===== config.mk =====
export PLATFORM = sky130hd
export DESIGN_NAME = fetch_ctrl
export DESIGN_NICKNAME = d
export VERILOG_FILES = /design/src/rtl/fetch_ctrl_pkg.sv /design/src/rtl/fetch_buf.sv /design/src/rtl/fetch_ctrl.sv
export SDC_FILE = /design/constraint.sdc
export NUM_CORES = 1
export LEC_CHECK = 0
export BUFFER_PORTS_ARGS = -buffer_cell sky130_fd_sc_hd__buf_4
export CAP_MARGIN = 10
export CORE_AREA = 10 10 98 134
export DETAILED_ROUTE_END_ITERATION = 16
export DIE_AREA = 0 0 108 144
export PLACE_DENSITY = 0.79
export RECOVER_POWER = 100
export SYNTH_ARGS = -nofsm -noshare
export SYNTH_HDL_FRONTEND = slang
export SYNTH_SLANG_ARGS = --single-unit

===== constraint.sdc =====
create_clock -name clk -period 1.9 [get_ports clk]
set_input_delay 0.38 -clock clk [delete_from_list [all_inputs] [get_ports clk]]
set_output_delay 0.38 -clock clk [all_outputs]
set_load 0.01 [all_outputs]

===== src/rtl/fetch_ctrl_pkg.sv =====
// Shared definitions for the instruction-fetch controller and the core top.
package fetch_ctrl_pkg;

  typedef enum logic [1:0] {
    REQ  = 2'd0,
    WAIT = 2'd1,
    DROP = 2'd2
  } fetch_state_e;

  localparam logic [29:0] RESET_PC_DEFAULT = 30'h0000_0C00;

endpackage


===== src/rtl/fetch_buf.sv =====
// One-entry holding register between instruction memory and decode.
module fetch_buf (
  input  logic        clk,
  input  logic        rst,
  input  logic        load,
  input  logic        drain,
  input  logic        flush,
  input  logic [31:0] load_instr,
  input  logic [29:0] load_pc,
  output logic        valid,
  output logic [31:0] instr,
  output logic [29:0] pc
);

  logic        valid_q, valid_d;
  logic [31:0] instr_q, instr_d;
  logic [29:0] pc_q, pc_d;

  // Flush beats load, and a reload in the same cycle as a drain keeps the entry.
  always_comb begin
    valid_d = valid_q;
    instr_d = instr_q;
    pc_d    = pc_q;
    if (flush) begin
      valid_d = 1'b0;
    end else if (load) begin
      valid_d = 1'b1;
      instr_d = load_instr;
      pc_d    = load_pc;
    end else if (drain) begin
      valid_d = 1'b0;
    end
  end

  always_ff @(posedge clk) begin
    if (rst) begin
      valid_q <= 1'b0;
      instr_q <= '0;
      pc_q    <= '0;
    end else begin
      valid_q <= valid_d;
      instr_q <= instr_d;
      pc_q    <= pc_d;
    end
  end

  assign valid = valid_q;
  assign instr = instr_q;
  assign pc    = pc_q;

endmodule


===== src/rtl/fetch_ctrl.sv =====
// Instruction-fetch controller: owns the PC, issues one memory request at a
// time and squashes responses that belong to a redirected stream.
module fetch_ctrl
  import fetch_ctrl_pkg::*;
#(
  parameter logic [29:0] RESET_PC = RESET_PC_DEFAULT
) (
  input  logic        clk,
  input  logic        rst,
  output logic [31:2] PC,
  input  logic [31:2] NPC,
  input  logic        redirect,
  input  logic        stall,
  output logic        imem_req_valid,
  output logic [31:2] imem_req_addr,
  input  logic        imem_req_ready,
  input  logic        imem_rsp_valid,
  input  logic [31:0] imem_rsp_data,
  output logic        if_valid,
  output logic [31:0] if_instr,
  output logic [31:2] if_pc,
  input  logic        if_ready
);

  fetch_state_e state_q, state_d;
  logic [29:0]  pc_q, pc_d;
  logic [29:0]  req_pc_q, req_pc_d;
  logic         issue;
  logic         accept;
  logic         buf_load;

  // Only issue when the buffer will have room for the response.
  assign issue  = !rst && (state_q == REQ) && !stall && !redirect
                  && (!if_valid || if_ready);
  assign accept = issue && imem_req_ready;

  assign imem_req_valid = issue;
  assign imem_req_addr  = pc_q;
  assign PC             = pc_q;

  always_comb begin
    state_d  = state_q;
    pc_d     = pc_q;
    req_pc_d = req_pc_q;
    buf_load = 1'b0;
    if (redirect) begin
      pc_d = NPC;
    end else if (accept) begin
      pc_d     = NPC;
      req_pc_d = pc_q;
    end
    unique case (state_q)
      REQ: begin
        if (accept) state_d = WAIT;
      end
      WAIT: begin
        if (imem_rsp_valid) begin
          buf_load = !redirect;
          state_d  = REQ;
        end else if (redirect) begin
          state_d = DROP;
        end
      end
      DROP: begin
        // The squashed response is still owed; a redirect here only moves the PC.
        if (imem_rsp_valid) state_d = REQ;
      end
      default: state_d = REQ;
    endcase
  end

  always_ff @(posedge clk) begin
    if (rst) begin
      state_q  <= REQ;
      pc_q     <= RESET_PC;
      req_pc_q <= '0;
    end else begin
      state_q  <= state_d;
      pc_q     <= pc_d;
      req_pc_q <= req_pc_d;
    end
  end

  fetch_buf u_fetch_buf (
    .clk        (clk),
    .rst        (rst),
    .load       (buf_load),
    .drain      (if_ready),
    .flush      (redirect),
    .load_instr (imem_rsp_data),
    .load_pc    (req_pc_q),
    .valid      (if_valid),
    .instr      (if_instr),
    .pc         (if_pc)
  );

endmodule


## Word-level counts from Yosys, hierarchy flattened

Cells that the tools add are included.

- Bits in registers: 125
- Bits of input ports: 69
- Word-level logic and storage cells: 40

- Equal/unequal tests: 5
- Multiplexer cells: 11
- Bitwise operators: 1
- Reductions and logical operators: 17

Operator list:

| kind | count |
|---|---|
| 30-bit 2-to-1 mux | 2 |
| 2-bit 2-to-1 mux | 4 |
| 2-bit one-hot mux with 3 select lines | 1 |
| 1-bit logical AND | 5 |
| 1-bit logical NOT | 4 |
| 1-bit 2-to-1 mux | 4 |
| 2-bit inequality test, second input constant | 2 |
| 2-bit AND reduction | 2 |
| 2-bit nonzero test | 2 |
| 3-bit inequality test, second input constant | 1 |
| 3-bit AND reduction | 1 |
| 2-bit by 1-bit == test with 1-bit output, second input constant | 1 |
| 2-bit == test, second input constant | 1 |
| 2-bit logical NOT | 1 |
| 2-bit OR reduction | 1 |
| 1-bit logical OR | 1 |
| 1-bit inverter | 1 |

## Longest topological paths before layout

- Word-level depth: 8
- Gate-level depth with buffers: 6

## By module

Synthesis repeated with hierarchy kept, for this count alone.

- Cell total of the unflattened synthesis: 607
- Area total of the unflattened synthesis: 6128.4 µm²

By module, submodules not included:

| module | instances | cells an instance | area each (µm²) | sequential area each (µm²) |
|---|---|---|---|---|
| fetch_buf | 1 | 287 | 3175.5 | 1261.2 |
| fetch_ctrl | 1 | 320 | 2952.8 | 1241.2 |

## Worst setup path after synthesis

No wires, ideal clock.

- Kind: input to output
- Start point: in rst
- End point: out imem_req_valid
- Arrival time: 1.381 ns
- Data required time: 1.520 ns
- Setup slack: 0.139 ns
- Cell stages on the path: 4
- Path through: or4_1 -> buf_2 -> buf_6 -> nor3_1

- Longest elaborated chain between the ends: 5

RTL lines:

| item | RTL line | text |
|---|---|---|
| start, declared | fetch_ctrl.sv:9 | `input logic rst,` |
| 1-bit logical NOT | fetch_ctrl.sv:33 | `assign issue = !rst && (state_q == REQ) && !stall && !redirect` |
| 1-bit logical AND (3 in a row) | fetch_ctrl.sv:33 |  |
| 1-bit logical AND | fetch_ctrl.sv:34 | `&& (!if_valid \|\| if_ready);` |
| end, declared | fetch_ctrl.sv:14 | `output logic imem_req_valid,` |

Every way passes these cells.

## Worst setup path after layout

- Start point: reg state_q[0]
- End point: out imem_req_valid

- Longest elaborated chain between the ends: 5

RTL lines:

| item | RTL line | text |
|---|---|---|
| start, declared | fetch_ctrl.sv:25 | `fetch_state_e state_q, state_d;` |
| start signal, assigned | fetch_ctrl.sv:78 | `state_q <= state_d;` |
| 2-bit logical NOT | fetch_ctrl.sv:33 |  |
| 1-bit logical AND (3 in a row) | fetch_ctrl.sv:33 |  |
| 1-bit logical AND | fetch_ctrl.sv:34 |  |

Every way passes these cells.

==> impl_metrics.py <==
metrics = {
    "status": {
        "outcome": "finished with violations",
        "violations": "negative setup slack",
    },
    "cts": {
        "clk_pin_slew_ns": 0.06,
        "cts_buffer_depth": 2,
        "cts_tree": "done",
        "clock_sinks": 125,
        "cts_resized": 3,
        "htreeDepth": 4,
        "cts_root_buffer": "clkbuf_16",
        "clock_latency_ns": 0.41,
        "post_cts.repair.setup_buffers": 0,
        "cts_hold_buf": 0,
        "cts_buffers": 17,
    },
    "worst_hold_path": {
        "min_path_cells": 2,
        "holdCritPathClass": "input port to register",
    },
    "power": {
        "power_mw": 6.87,
        "ir_worst_vdd_mv": 0.647,
        "pwr_density_cell_mw_per_mm2": 1030,
        "leakagePower_nw": 2.41,
    },
    "global_route": {
        "first_global_vias": 4616,
        "overflow": 0,
        "grt_pass1_wl_um": 23700,
        "antenna_found_initial": 0,
        "grt_max_degree": 156,
        "grt_use_total": 0.188,
    },
    "critical_path": {
        "cp.arrival_ns": 1.54,
        "rr_worst_depth": 5,
        "critPathSlowestCell": "or4_4",
        "start_kind": "register",
        "reg2reg_slack_ns": 0.03,
        "path_cells": "or4_4, nor3_2, buf_4",
        "cpPeakStageDelay_ns": 0.53,
        "endpoint_kind": "output port",
        "cp.required_ns": 1.52,
        "criticalPathCategory": "register to output port",
        "path_max_fanout": 2,
    },
    "place": {
        "place_ws_ns": 0.0511,
        "port_buffers": 192,
        "globalplace.congestion": 0.841,
        "post-dp-hpwl_um": 10700,
        "placed_cell_area_mm2": 0.00649,
    },
    "layout": {
        "diodes": 0,
        "syn_to_final_growth_pct": 30.8,
        "utilization": 0.620,
        "design_area_mm2": 0.00667,
        "drive_gt1_frac": 0.168,
        "n_fill_cell": 986,
        "layout.nets": 807,
    },
    "floorplan": {
        "fp.dieW_um": 108,
        "num_rows": 45,
        "pin_count": 193,
        "fp.coreArea_mm2": 0.0108,
        "fp.dieH_um": 144,
        "start_util": 0.474,
        "dieArea_mm2": 0.0156,
    },
    "timing": {
        "fin_crit_sh": 1.01,
        "skew_ns": 0.00931,
        "timing.slew.headroom": 0.626,
        "fmax_ghz": 0.520,
        "hold_viol": 0,
        "finalSetupViolations": 1,
        "rsz0062_at_grt": "yes",
        "holdWs_ns": 0.213,
        "slew_viol_final": 0,
        "min_period_ns": 1.92,
        "fin_ws_ns": -0.0231,
        "max_slew.worst_pin.slew_ns": 0.561,
    },
    "logic_synthesis": {
        "synth_edf_count": 0,
        "synth_top_family_by_area": "simple AND/OR/NAND/NOR gates",
        "seq_area_frac_synth": 0.490,
        "syn_inst": 595,
        "synth.top_cells.by_area": "dfxtp_1, a21oi_1, nand2_1",
        "synth-simple-area-share": 0.219,
        "synthFlopType": "dfxtp_1",
        "yosysUniqueCellTypes": 21,
        "async_flop_share": 0,
        "synth_area_mm2": 0.00510,
        "syn_avg_cell_area_um2": 8.58,
        "synth_mux_area_frac": 0.0589,
        "synth_adder_area_share": 0,
        "synth_compound_area_frac": 0.139,
        "syn_nets": 664,
        "synth_xor_area_frac": 0,
        "yosysTopAreaCell": "dfxtp_1",
        "synth_seq_cells": 125,
        "yosysTopAreaCellShare": 0.490,
        "ys_warn_count": 0,
    },
    "route": {
        "first_iter_violations": 392,
        "wire_per_inst_um": 17.0,
        "route.detailed.drc": 0,
        "first_pass_iters": 4,
        "routed_wl_um": 15100,
        "vias_per_cell": 5.27,
        "ant_nets": 0,
        "num_vias": 4704,
    },
    "flow_run": {
        "maxCapViolations": 0,
    },
}
-- kinds of logic after synthesis --
| kind of cell | after synthesis |
|---|---|
| buf+inv | 86 |
| simple gates | 228 |
| compound gates | 126 |
| mux | 30 |
| flops | 125 |
-- critical path: cells and delay by family, from the launching register on --
family | cells | cell delay (ns)
buf+inv | 1 | 0.15
flops | 1 | 0.32
simple gates | 2 | 0.66
-- where the power goes --
part	switching, mW	internal, mW
Combinational	0.265	0.220
Clock	1.15	2.50
Sequential	0.0615	2.68
-- path summary, 6_finish.rpt --
| check | startpoint | endpoint |
|---|---|---|
| hold / removal | imem_rsp_valid | state_q[1] |
| hold reg to reg | u_fetch_buf.pc[8] | u_fetch_buf.pc[8] |
| setup / recovery | state_q[0] | imem_req_valid |
| setup reg to reg | state_q[1] | PC[2] |
-- layout make-up --
type                       count  area (um2)  area share
sequential                   125        2500       0.375
timing repair buffer         209        1110       0.167
clock inverter                14         240      0.0360
tap                          141         176      0.0264
multi-input combinational    384        2200       0.329
inverter                       1        3.75    0.000563
clock buffer                  18         439      0.0658
-- metal layers --
| metal | routed length [um] | part of all wire | GRT usage |
|---|---|---|---|
| met3 | 1210 | 0.080 | 0.0664 |
| met1 | 6110 | 0.40 | 0.209 |
| met4 | 342 | 0.023 | 0.0790 |
| met5 | 0 | 0 | 0 |
| met2 | 7460 | 0.49 | 0.317 |
-- flip-flops by register name (all words and copies together), names as in the netlist --
signal,cells
u_fetch_buf.instr,32
PC,30
req_pc_q,30
u_fetch_buf.pc,30
state_q,2
u_fetch_buf.valid,1
-- stage by stage --
stage               TNS [ns]  instances
floorplan                  0        595
CTS                  -0.0417        892
global route          -0.454        892
detailed placement         0        860
global placement           0        860
finish               -0.0231        892
-- Yosys cell counts, types with 4 or more instances --
master      n
nor2b_1     4
buf_4      30
nor2_1      4
dfxtp_1   125
buf_2      11
o31ai_1    30
nor3_1      4
nand2b_1   58
clkbuf_1   41
a21oi_1    94
nand4_1    30
mux2i_1    30
nand2_1   124
-- cell usage in the layout (no fill, tap or decap) --
cell          n
dfxtp_1     124
nand2_1     124
clkbuf_1    124
a21oi_1      94
buf_4        78
nand2b_1     58
mux2i_1      30
nand4_1      30
o31ai_1      30
clkbuf_16    17
bufinv_16     6
nor2_1        4
nor3_1        3
clkinv_4      3
clkbuf_2      3
nor2b_2       2
nor2b_1       2
clkinvlp_4    2
clkinv_2      2
clkbuf_4      2
or4_4         1
nor3_2        1
nor4_4        1
a31oi_4       1
nor4bb_4      1
nand4bb_4     1
inv_1         1
a32oi_1       1
clkbuf_8      1
inv_6         1
buf_6         1
buf_12        1
dfxtp_2       1
Power figures use the tool's default switching activity.
